**src/rtl/csr_trap_file.sv**
```systemverilog
// Machine-mode CSR register file with writeback bypass, a 64-bit cycle counter and a
// two-state ecall/mret sequencer that issues a registered one-cycle PC redirect.
module csr_trap_file #(
    parameter logic [31:0] RESET_MTVEC = 32'h0000_0100,
    parameter logic [31:0] ECALL_CAUSE = 32'd11
) (
    input  logic        i_clk,
    input  logic        i_rst,
    input  logic [11:0] i_csr_addr_d,
    output logic [31:0] o_csr_data_d,
    input  logic        i_csr_reg_write_w,
    input  logic [11:0] i_csr_rd_w,
    input  logic [31:0] i_new_csr_w,
    input  logic        i_ecall_e,
    input  logic        i_mret_e,
    input  logic [31:0] i_pc_e,
    output logic        o_redirect,
    output logic [31:0] o_redirect_pc,
    output logic        o_mie
);

    localparam logic [11:0] ADDR_MSTATUS  = 12'h300;
    localparam logic [11:0] ADDR_MIE      = 12'h304;
    localparam logic [11:0] ADDR_MTVEC    = 12'h305;
    localparam logic [11:0] ADDR_MSCRATCH = 12'h340;
    localparam logic [11:0] ADDR_MEPC     = 12'h341;
    localparam logic [11:0] ADDR_MCAUSE   = 12'h342;
    localparam logic [11:0] ADDR_MTVAL    = 12'h343;
    localparam logic [11:0] ADDR_MCYCLE   = 12'hB00;
    localparam logic [11:0] ADDR_MCYCLEH  = 12'hB80;

    localparam logic [0:0] IDLE     = 1'b0;
    localparam logic [0:0] REDIRECT = 1'b1;

    // Writable bits per CSR; unimplemented addresses have no writable bits, so they read 0.
    function automatic logic [31:0] field_mask(input logic [11:0] addr);
        case (addr)
            ADDR_MSTATUS:                          field_mask = 32'h0000_0088;
            ADDR_MTVEC, ADDR_MEPC:                 field_mask = 32'hFFFF_FFFC;
            ADDR_MIE, ADDR_MSCRATCH, ADDR_MCAUSE,
            ADDR_MTVAL, ADDR_MCYCLE, ADDR_MCYCLEH: field_mask = 32'hFFFF_FFFF;
            default:                               field_mask = 32'h0000_0000;
        endcase
    endfunction

    logic [0:0]  state;
    logic [31:0] target;
    logic        mstatus_mie;
    logic        mstatus_mpie;
    logic [31:0] mie_reg;
    logic [31:0] mtvec;
    logic [31:0] mscratch;
    logic [31:0] mepc;
    logic [31:0] mcause;
    logic [31:0] mtval;
    logic [63:0] mcycle;

    logic [31:0] wb_data;
    logic        wb_mstatus, wb_mie, wb_mtvec, wb_mscratch, wb_mepc;
    logic        wb_mcause, wb_mtval, wb_mcycle, wb_mcycleh;
    logic [31:0] stored_data;
    logic        trap_ecall;
    logic        trap_mret;
    logic        post_mie;
    logic        post_mpie;
    logic [31:0] post_mtvec;
    logic [31:0] post_mepc;
    logic [31:0] post_mcause;
    logic [31:0] mcycle_lo_next;
    logic [31:0] mcycle_hi_next;

    assign wb_data     = i_new_csr_w & field_mask(i_csr_rd_w);
    assign wb_mstatus  = i_csr_reg_write_w && (i_csr_rd_w == ADDR_MSTATUS);
    assign wb_mie      = i_csr_reg_write_w && (i_csr_rd_w == ADDR_MIE);
    assign wb_mtvec    = i_csr_reg_write_w && (i_csr_rd_w == ADDR_MTVEC);
    assign wb_mscratch = i_csr_reg_write_w && (i_csr_rd_w == ADDR_MSCRATCH);
    assign wb_mepc     = i_csr_reg_write_w && (i_csr_rd_w == ADDR_MEPC);
    assign wb_mcause   = i_csr_reg_write_w && (i_csr_rd_w == ADDR_MCAUSE);
    assign wb_mtval    = i_csr_reg_write_w && (i_csr_rd_w == ADDR_MTVAL);
    assign wb_mcycle   = i_csr_reg_write_w && (i_csr_rd_w == ADDR_MCYCLE);
    assign wb_mcycleh  = i_csr_reg_write_w && (i_csr_rd_w == ADDR_MCYCLEH);

    // NOTE: every output of this block gets a default first, so no path leaves it unassigned (no latch).
    always_comb begin
        stored_data = 32'h0;
        case (i_csr_addr_d)
            ADDR_MSTATUS:  stored_data = {24'h0, mstatus_mpie, 3'b000, mstatus_mie, 3'b000};
            ADDR_MIE:      stored_data = mie_reg;
            ADDR_MTVEC:    stored_data = mtvec;
            ADDR_MSCRATCH: stored_data = mscratch;
            ADDR_MEPC:     stored_data = mepc;
            ADDR_MCAUSE:   stored_data = mcause;
            ADDR_MTVAL:    stored_data = mtval;
            ADDR_MCYCLE:   stored_data = mcycle[31:0];
            ADDR_MCYCLEH:  stored_data = mcycle[63:32];
            default:       stored_data = 32'h0;
        endcase
    end

    assign o_csr_data_d = (i_csr_reg_write_w && (i_csr_rd_w == i_csr_addr_d)) ? wb_data : stored_data;

    // The trap sees the CSR state as it stands after the older writeback instruction commits.
    assign post_mie    = wb_mstatus ? wb_data[3] : mstatus_mie;
    assign post_mpie   = wb_mstatus ? wb_data[7] : mstatus_mpie;
    assign post_mtvec  = wb_mtvec   ? wb_data    : mtvec;
    assign post_mepc   = wb_mepc    ? wb_data    : mepc;
    assign post_mcause = wb_mcause  ? wb_data    : mcause;

    assign trap_ecall = (state == IDLE) && i_ecall_e;
    assign trap_mret  = (state == IDLE) && !i_ecall_e && i_mret_e;

    // A write to one half replaces its increment and blocks the carry into the other half.
    assign mcycle_lo_next = wb_mcycle  ? wb_data : mcycle[31:0] + 32'd1;
    assign mcycle_hi_next = wb_mcycleh ? wb_data
                          : wb_mcycle  ? mcycle[63:32]
                          : mcycle[63:32] + {31'h0, &mcycle[31:0]};

    // NOTE: sequential state uses non-blocking assignments so every register samples pre-edge values.
    always_ff @(posedge i_clk or posedge i_rst) begin
        if (i_rst) begin
            state        <= IDLE;
            target       <= 32'h0;
            mstatus_mie  <= 1'b0;
            mstatus_mpie <= 1'b0;
            mie_reg      <= 32'h0;
            mtvec        <= RESET_MTVEC & 32'hFFFF_FFFC;
            mscratch     <= 32'h0;
            mepc         <= 32'h0;
            mcause       <= 32'h0;
            mtval        <= 32'h0;
            mcycle       <= 64'h0;
        end else begin
            if (wb_mie)      mie_reg  <= wb_data;
            if (wb_mtvec)    mtvec    <= wb_data;
            if (wb_mscratch) mscratch <= wb_data;
            if (wb_mtval)    mtval    <= wb_data;
            mcycle <= {mcycle_hi_next, mcycle_lo_next};

            mepc         <= trap_ecall ? (i_pc_e & 32'hFFFF_FFFC) : post_mepc;
            mcause       <= trap_ecall ? ECALL_CAUSE : post_mcause;
            mstatus_mie  <= trap_ecall ? 1'b0 : (trap_mret ? post_mpie : post_mie);
            mstatus_mpie <= trap_ecall ? post_mie : (trap_mret ? 1'b1 : post_mpie);

            if (trap_ecall)     target <= post_mtvec;
            else if (trap_mret) target <= post_mepc;

            state <= (trap_ecall || trap_mret) ? REDIRECT : IDLE;
        end
    end

    assign o_redirect    = (state == REDIRECT);
    assign o_redirect_pc = o_redirect ? target : 32'h0;
    assign o_mie         = mstatus_mie;

endmodule

```
**config.mk**
```make
export PLATFORM = sky130hd
export DESIGN_NAME = csr_trap_file
export DESIGN_NICKNAME = d
export VERILOG_FILES = /design/src/rtl/csr_trap_file.sv
export SDC_FILE = /design/constraint.sdc
export NUM_CORES = 1
export LEC_CHECK = 0
export ABC_CLOCK_PERIOD_IN_PS = 11300
export CORE_ASPECT_RATIO = 0.6
export CORE_MARGIN = 3
export CORE_UTILIZATION = 50
export CTS_CLUSTER_DIAMETER = 100
export DETAILED_ROUTE_END_ITERATION = 12
export PLACE_DENSITY_LB_ADDON = 0.2
export SYNTH_ARGS = -nofsm -noshare
export SYNTH_HDL_FRONTEND = slang
export SYNTH_SLANG_ARGS = --single-unit
```
**constraint.sdc**
```tcl
create_clock -name i_clk -period 11.3 [get_ports i_clk]
set_input_delay 2.26 -clock i_clk [delete_from_list [all_inputs] [get_ports i_clk]]
set_output_delay 2.26 -clock i_clk [all_outputs]
set_load 0.01 [all_outputs]
```
# After elaboration in Yosys (flattened, before gate mapping)
# Cells that the tools add are included.
# word_totals
ff_bits	291
inputBits	93
output_inout_bits	66
word_cells	77
# op_classes
addsub	2
eq_ne	20
n_mux	21
bitwise	2
n_reduce_logical	20
# op_table
cell	n
two-way mux 32 bit	12
case mux 32 bit (9 select lines)	1
== test 12 x 10 -> 1 bit (second input constant)	14
case mux 32 bit (3 select lines)	1
== test 12 bit (second input constant)	4
adder 32 x 1 -> 32 bit	1
adder 32 x 1 -> 32 bit (second input constant)	1
bitwise AND 32 bit	1
AND reduction 32 bit	1
logical AND 1 bit	13
== test 12 bit	1
two-way mux 1 bit	7
OR reduction 6 bit	1
nonzero test 2 bit	2
!= test 2 x 1 -> 1 bit (second input constant)	1
OR reduction 2 bit	1
zero test 1 bit	1
logical OR 1 bit	1
inverter 1 bit	1

# Longest topological paths before layout
# Gate-level depths: netlist of run 1.
# depth
word_depth	7
ltp_mapped	13
mapped_depth_nobuf	12

# Least setup slack after synthesis of run 1
# No wires, ideal clock.
# synth_timing
path_type	input port to output port
startpoint	input i_csr_rd_w[7]
endpoint	output o_csr_data_d[10]
arrival_time_ns	4.114
t_required_ns	9.040
setup_slack_ns	4.926
stages	8
n_path_buf	3
cell_sequence	clkbuf_1 > xnor2_1 > nand4_1 > or4_1 > clkbuf_1 > nor2_1 > clkbuf_1 > o2bb2ai_1
# synth_between
elab_chain_cells	5
elab_cells_between_ends	16
classes_between	eq/ne (10); mux (2); bitwise (1); reduce/logical (3)
# synth_rtl
element	line_no	source
start, declared	12	input logic [11:0] i_csr_rd_w,
== test 12 x 10 -> 1 bit or == test 12 bit (tied branches)	37	case (addr)
OR reduction 6 bit or OR reduction 2 bit (tied branches)	37	
case mux 32 bit (3 select lines)	37	
bitwise AND 32 bit	72	assign wb_data = i_new_csr_w & field_mask(i_csr_rd_w);
two-way mux 32 bit (*)	100	assign o_csr_data_d = (i_csr_reg_write_w && (i_csr_rd_w == i_csr_addr_d)) ? wb_data : stored_data;
end, declared	10	output logic [31:0] o_csr_data_d,
# Mark *: on every way between the ends. The rest lies on a longest branch, timed or not.

# Worst setup path in the final report of run 1
# layout_timing
startpoint	input i_csr_rd_w[6]
endpoint	output o_csr_data_d[20]
# Same word-level chain as after synthesis.

==> run_results.csv, run 1 <==
group,metric,value,unit
status,status,"complete, no violations",
power_and_ir_drop,p_per_area,134,nW/um^2
logic_synthesis,syn_inst,1635,
sta,slew_violations,0,
grt,gr-total-overflow,0,
worst_setup_path,startpoint,"i_csr_rd_w[6]",
worst_setup_path,r2r_start,"mcycle[0]",
min_path,min-delay-start,"target[0]",
detailed_routing,wirelength,51.9,mm
sta,tightest_slew,1310,ps
logic_synthesis,ys_seq_elements,291,
logic_synthesis,syn-num-nets,1731,
grt,met1_usage,0.448,
worst_setup_path,endpoint_kind,"primary output",
grt,grt_use_met3,0.0522,
logic_synthesis,synth_ff_type,"dfrtp_1",
min_path,hold_path.class,"reg -> reg",
sta,fin_crit,8590,ps
grt,grt_max_degree,131,
grt,grt_use_total,0.311,
placement,place.gp.congestion,0.949,
final_layout,drive_above_1_share,0.0999,
die,initial_core_util,0.512,
detailed_routing,drtIter0Drc,1505,
cts,htree_levels,1,
logic_synthesis,yosys.cell_types.count,74,
logic_synthesis,syn_area_per_cell,9.45,sq um
logic_synthesis,synth_area,15400,sq um
die,core-area,30200,sq um
detailed_routing,ant_nets,0,
die,ioPinCount,159,
cts,post_cts_buffers,0,
final_layout,layout_commonest_cell,"dfrtp_1",
cts,cts_tree,"done",
worst_setup_path,crit_path_start_kind,"input port",
detailed_routing,viasPerCell,6.52,
final_layout,num_antenna_cells,0,
cts,clockBufferDepth,3,
grt,antenna_found_initial,0,
grt,grt_first_pass_wirelength,80.4,mm
cts,cts_sinks,291,
sta,hold_viol_final,0,
sta,finalSetupViolations,0,
final_layout,multi_input_area,7590,sq um
final_layout,nets,1816,
logic_synthesis,async_flop_share,1.00,
grt,top_usage_layer,"met2",
sta,fin_skew,22.9,ps
detailed_routing,drt_pass1_iterations,5,
final_layout,fillers,2547,
die,die_y,142,um
worst_setup_path,cp_data_required_time,9040,ps
die,dieArea,33100,sq um
sta,maxSlewHeadroom,0.125,
cts,cts_made_buffers,28,
placement,dp_hpwl,35.1,mm
sta,fin_setup_tns,0,ps
sta,rsz0062_at_grt,"no",
power_and_ir_drop,vdd_drop_max,103,uV
flow_run,max-cap-violations,0,
final_layout,largest_register_ffs,64,
placement,io_buffers,156,
logic_synthesis,yosys_warnings,0,
worst_setup_path,path_class,"in -> out",
final_layout,syn2layout_area_growth,18.1,%
detailed_routing,drc,0,
die,row_count,49,
cts,cts_resized,0,
final_layout,final_area,18200,sq um
detailed_routing,vias,14000,
cts,cts_hold_buf,0,
detailed_routing,routed_wire_length_per_instance,24.2,um
logic_synthesis,synth_edf_count,0,
placement,placed_cell_area,17200,sq um
cts,clk_pin_slew_worst_paths,70,ps
sta,finalCritPeriodShare,0.760,
worst_setup_path,critPathMaxFanout,40,
sta,timing.fmax,116,MHz
grt,use_met2,0.479,
final_layout,final_cell_mix,"290 x dfrtp_1, 241 x nand2_1, 154 x clkdlybuf4s50_1",
power_and_ir_drop,p_total,2.45,mW
power_and_ir_drop,p_leak,7.53,nW
final_layout,regMostFlops,"mcycle",
final_layout,regArea,7280,sq um
grt,grt_pass1_vias,13700,
logic_synthesis,seq_area_frac_synth,0.471,
worst_setup_path,cp.arrival,6330,ps
die,die_width,233,um
cts,clock-root-buffer,"clkbuf_16",
cts,insertion_delay,570,ps
[metrics by stage]
step | utilization | setup WS (ps) | cells | hold slack [ps]
after detailed placement | 0.571 | 2810 | 2098 | 456
after global placement | 0.571 | 2870 | 2098 | 448
after floorplan | - | 1010 | 1635 | 430
final | 0.605 | 2710 | 2150 | 467
after CTS | 0.605 | 2800 | 2150 | 471
after global routing | 0.605 | 2610 | 2150 | 495
[worst max-delay path: stages]
cell,delay [ps]
clkdlybuf4s50_1,720
or3b_2,590
a211oi_1,390
o21a_2,430
buf_4,550
nand2_1,400
o22ai_1,350
clkdlybuf4s50_1,610
[routing by layer]
layer | share of wire | vias to the layer above
met2 | 0.44 | 765
met1 | 0.43 | 6943
met5 | 0 | -
met4 | 0.035 | 0
li1 | - | 6192
met3 | 0.094 | 110
[power by group]
part | leakage [nW] | internal, mW | total [mW] | switching, mW
registers | 3.74 | 1.09 | 1.14 | 0.0465
clock network | 0.488 | 0.606 | 1.05 | 0.439
logic | 3.31 | 0.116 | 0.266 | 0.149
total | 7.53 | 1.81 | 2.45 | 0.635
[synthesized netlist by cell type, drive strengths merged (39+ instances only)]
library cell | n | area (sq um)
nand3 | 57 | 285
dfrtp | 290 | 7260
and2 | 44 | 275
nor2 | 93 | 365
nand2 | 244 | 921
mux2i | 56 | 561
a221oi | 39 | 385
mux2 | 56 | 631
clkbuf | 102 | 384
a21oi | 79 | 395
a22oi | 45 | 338
o21ai | 138 | 691
o22ai | 51 | 319
[cell families (layout without fill, tap and decap cells)]
family / after synthesis / after routing / share of synthesized area
flip-flops: 291 / 291 / 0.471
XOR/XNOR: 38 / 38 / 0.0215
adder cells (fa/ha/maj): 3 / 3 / 0.00243
multiplexers: 112 / 112 / 0.0771
AO/OA/AOI/OAI: 485 / 485 / 0.212
buffers and inverters: 147 / 254 / 0.0403
AND/OR/NAND/NOR: 559 / 559 / 0.175
[path summary, 6_finish.rpt]
kind	slack, ps	cells after the start	to
hold reg to reg	470	2	target[0]
setup reg to reg	6630	13	mcycle[62]
min in group asynchronous	2240	2	target[9]
setup / recovery	2710	8	o_csr_data_d[20]
max in group asynchronous	7310	3	mscratch[24]
hold / removal	470	2	target[0]
[area by class of cell]
type | count | share of cell area
inverters | 16 | 0.00370
multi-input cells | 1197 | 0.416
flip-flops and latches | 291 | 0.399
clock inverters | 15 | 0.0124
clock buffers | 37 | 0.0430
well taps | 408 | 0.0280
repair buffers | 186 | 0.0974
No activity file was read; power rests on OpenSTA's default activity.
==> inputs of run 2 (changes only) <==
- ABC_CLOCK_PERIOD_IN_PS: 11300 -> 8700
- clock period: 11.3 -> 8.7 ns (I/O delays scaled with it)
==> run 2 against run 1 <==
  * Power up 32%
  * Clock power up 34%
  * Hold slack worse by 1.8 ps
  * Highest routed layer unchanged
  * Critical endpoint is now o_csr_data_d[18]
  * Design area up 0.50%
  * Die area unchanged
  * Sequential share of layout area down 0.20 points
  * Count of clock-buffer cells in the layout down 4
  * Register-to-register slack worse by 2600 ps
  * Via count down 0.84%
==> run_results.csv, run 2 (synthesis gave the netlist of run 1 again) <==
group,metric,value,unit
final_layout,regMostFlops,"mcycle",
worst_setup_path,cp.arrival,5660,ps
sta,fin_setup_tns,0,ps
worst_setup_path,critPathMaxFanout,14,
detailed_routing,drc,0,
worst_setup_path,cpMostUsedCell,"clkdlybuf4s50_1",
final_layout,nets,1821,
cts,cts_made_buffers,28,
grt,grt_first_pass_wirelength,79.5,mm
die,row_count,49,
cts,cts_sinks,291,
power_and_ir_drop,p_leak,7.58,nW
placement,io_buffers,156,
grt,grt_max_degree,171,
placement,place.gp.congestion,0.959,
worst_setup_path,crit_slowest_cell,"nor3_2",
status,status,"complete, no violations",
die,dieArea,33100,sq um
final_layout,fillers,2625,
grt,gr-total-overflow,0,
sta,finalSetupViolations,0,
sta,timing.fmax,135,MHz
detailed_routing,drtIter0Drc,1542,
flow_run,max-cap-violations,0,
sta,fin_crit,7400,ps
cts,clock-root-buffer,"clkbuf_16",
min_path,hold_path.class,"reg -> reg",
detailed_routing,ant_nets,0,
cts,insertion_delay,560,ps
sta,fin_skew,12.0,ps
cts,post_cts_buffers,0,
sta,maxSlewHeadroom,0.0788,
final_layout,final_cell_mix,"290 x dfrtp_1, 241 x nand2_1, 154 x clkdlybuf4s50_1",
final_layout,syn2layout_area_growth,18.7,%
worst_setup_path,endpoint_kind,"primary output",
cts,cts_hold_buf,0,
final_layout,drive_above_1_share,0.104,
cts,cts_tree,"done",
cts,cts_resized,0,
detailed_routing,drt_pass1_iterations,6,
final_layout,final_util,0.608,
worst_setup_path,path_cells,"clkdlybuf4s50_1, nor4b_1, nand2_1, nor3_2, buf_4, a221oi_1, o22ai_1, clkdlybuf4s50_1",
cts,htree_levels,1,
final_layout,layout_commonest_cell,"dfrtp_1",
worst_setup_path,path_class,"in -> out",
grt,grt_pass1_vias,13300,
final_layout,num_antenna_cells,0,
detailed_routing,routed_wire_length_per_instance,24.1,um
sta,rsz0062_at_grt,"no",
die,initial_core_util,0.512,
cts,clockBufferDepth,3,
worst_setup_path,cp_data_required_time,6960,ps
sta,hold_viol_final,0,
detailed_routing,viasPerCell,6.45,
sta,finalCritPeriodShare,0.851,
die,die_y,142,um
placement,dp_hpwl,35.6,mm
die,die_width,233,um
final_layout,largest_register_ffs,64,
cts,clk_pin_slew_worst_paths,60,ps
power_and_ir_drop,p_per_area,176,nW/um^2
sta,tightest_slew,1380,ps
grt,grt_use_total,0.309,
grt,antenna_found_initial,0,
power_and_ir_drop,vdd_drop_max,138,uV
die,core-area,30200,sq um
worst_setup_path,crit_path_start_kind,"input port",
detailed_routing,vias,13900,
sta,slew_violations,0,
worst_setup_path,slowest_delay,820,ps
die,ioPinCount,159,
detailed_routing,wirelength,52.0,mm
run 2: path summary, 6_finish.rpt:
path	startpoint	end	slack, ps	cells past startpoint
worst max-delay path	i_csr_addr_d[10]	o_csr_data_d[18]	1300	8
worst min-delay path	target[0]	target[0]	470	2
worst max register to register	mcycle[0]	mcycle[58]	4060	13
worst min register to register	target[0]	target[0]	470	2
max in group asynchronous	i_rst	mcycle[23]	5340	4
min in group asynchronous	i_rst	mepc[28]	1660	2
run 2: metrics by stage:
stage | setup slack, ps | instances | power (mW) | hold WS [ps] | cell area [sq um]
final | 1300 | 2155 | 3.23 | 465 | 18300
after CTS | 1460 | 2155 | 3.24 | 467 | 18300
after global routing | 1200 | 2155 | 3.34 | 498 | 18300
after floorplan | 3100 | 1635 | 1.68 | 430 | 15500
after detailed placement | 1490 | 2103 | 1.84 | 452 | 17300
after global placement | 1560 | 2103 | 1.84 | 447 | 17300
run 2: cell type report:
cell class	instances	area (sq um)	share of cell area
multi-input cells	1197	7590	0.414
flip-flops and latches	291	7280	0.397
repair buffers	191	1830	0.0997
clock buffers	33	771	0.0420
well taps	408	510	0.0278
clock inverters	19	285	0.0156
inverters	16	63.8	0.00348
run 2: worst max-delay path: cells and delay by family:
kind                   cells  cell delay (ps)
AOI/OAI and AO/OA          2              520
buffers and inverters      3             1500
and+or+nand+nor            3             1890
run 2: per-layer routing:
layer  track usage  share of wire
met3        0.0614          0.087
met4        0.0968          0.034
met2         0.468           0.44
met5             0              0
met1         0.451           0.44
run 2: power by group:
group | switching (mW) | internal [mW]
Sequential | 0.0600 | 1.42
Clock | 0.568 | 0.844
Combinational | 0.194 | 0.152
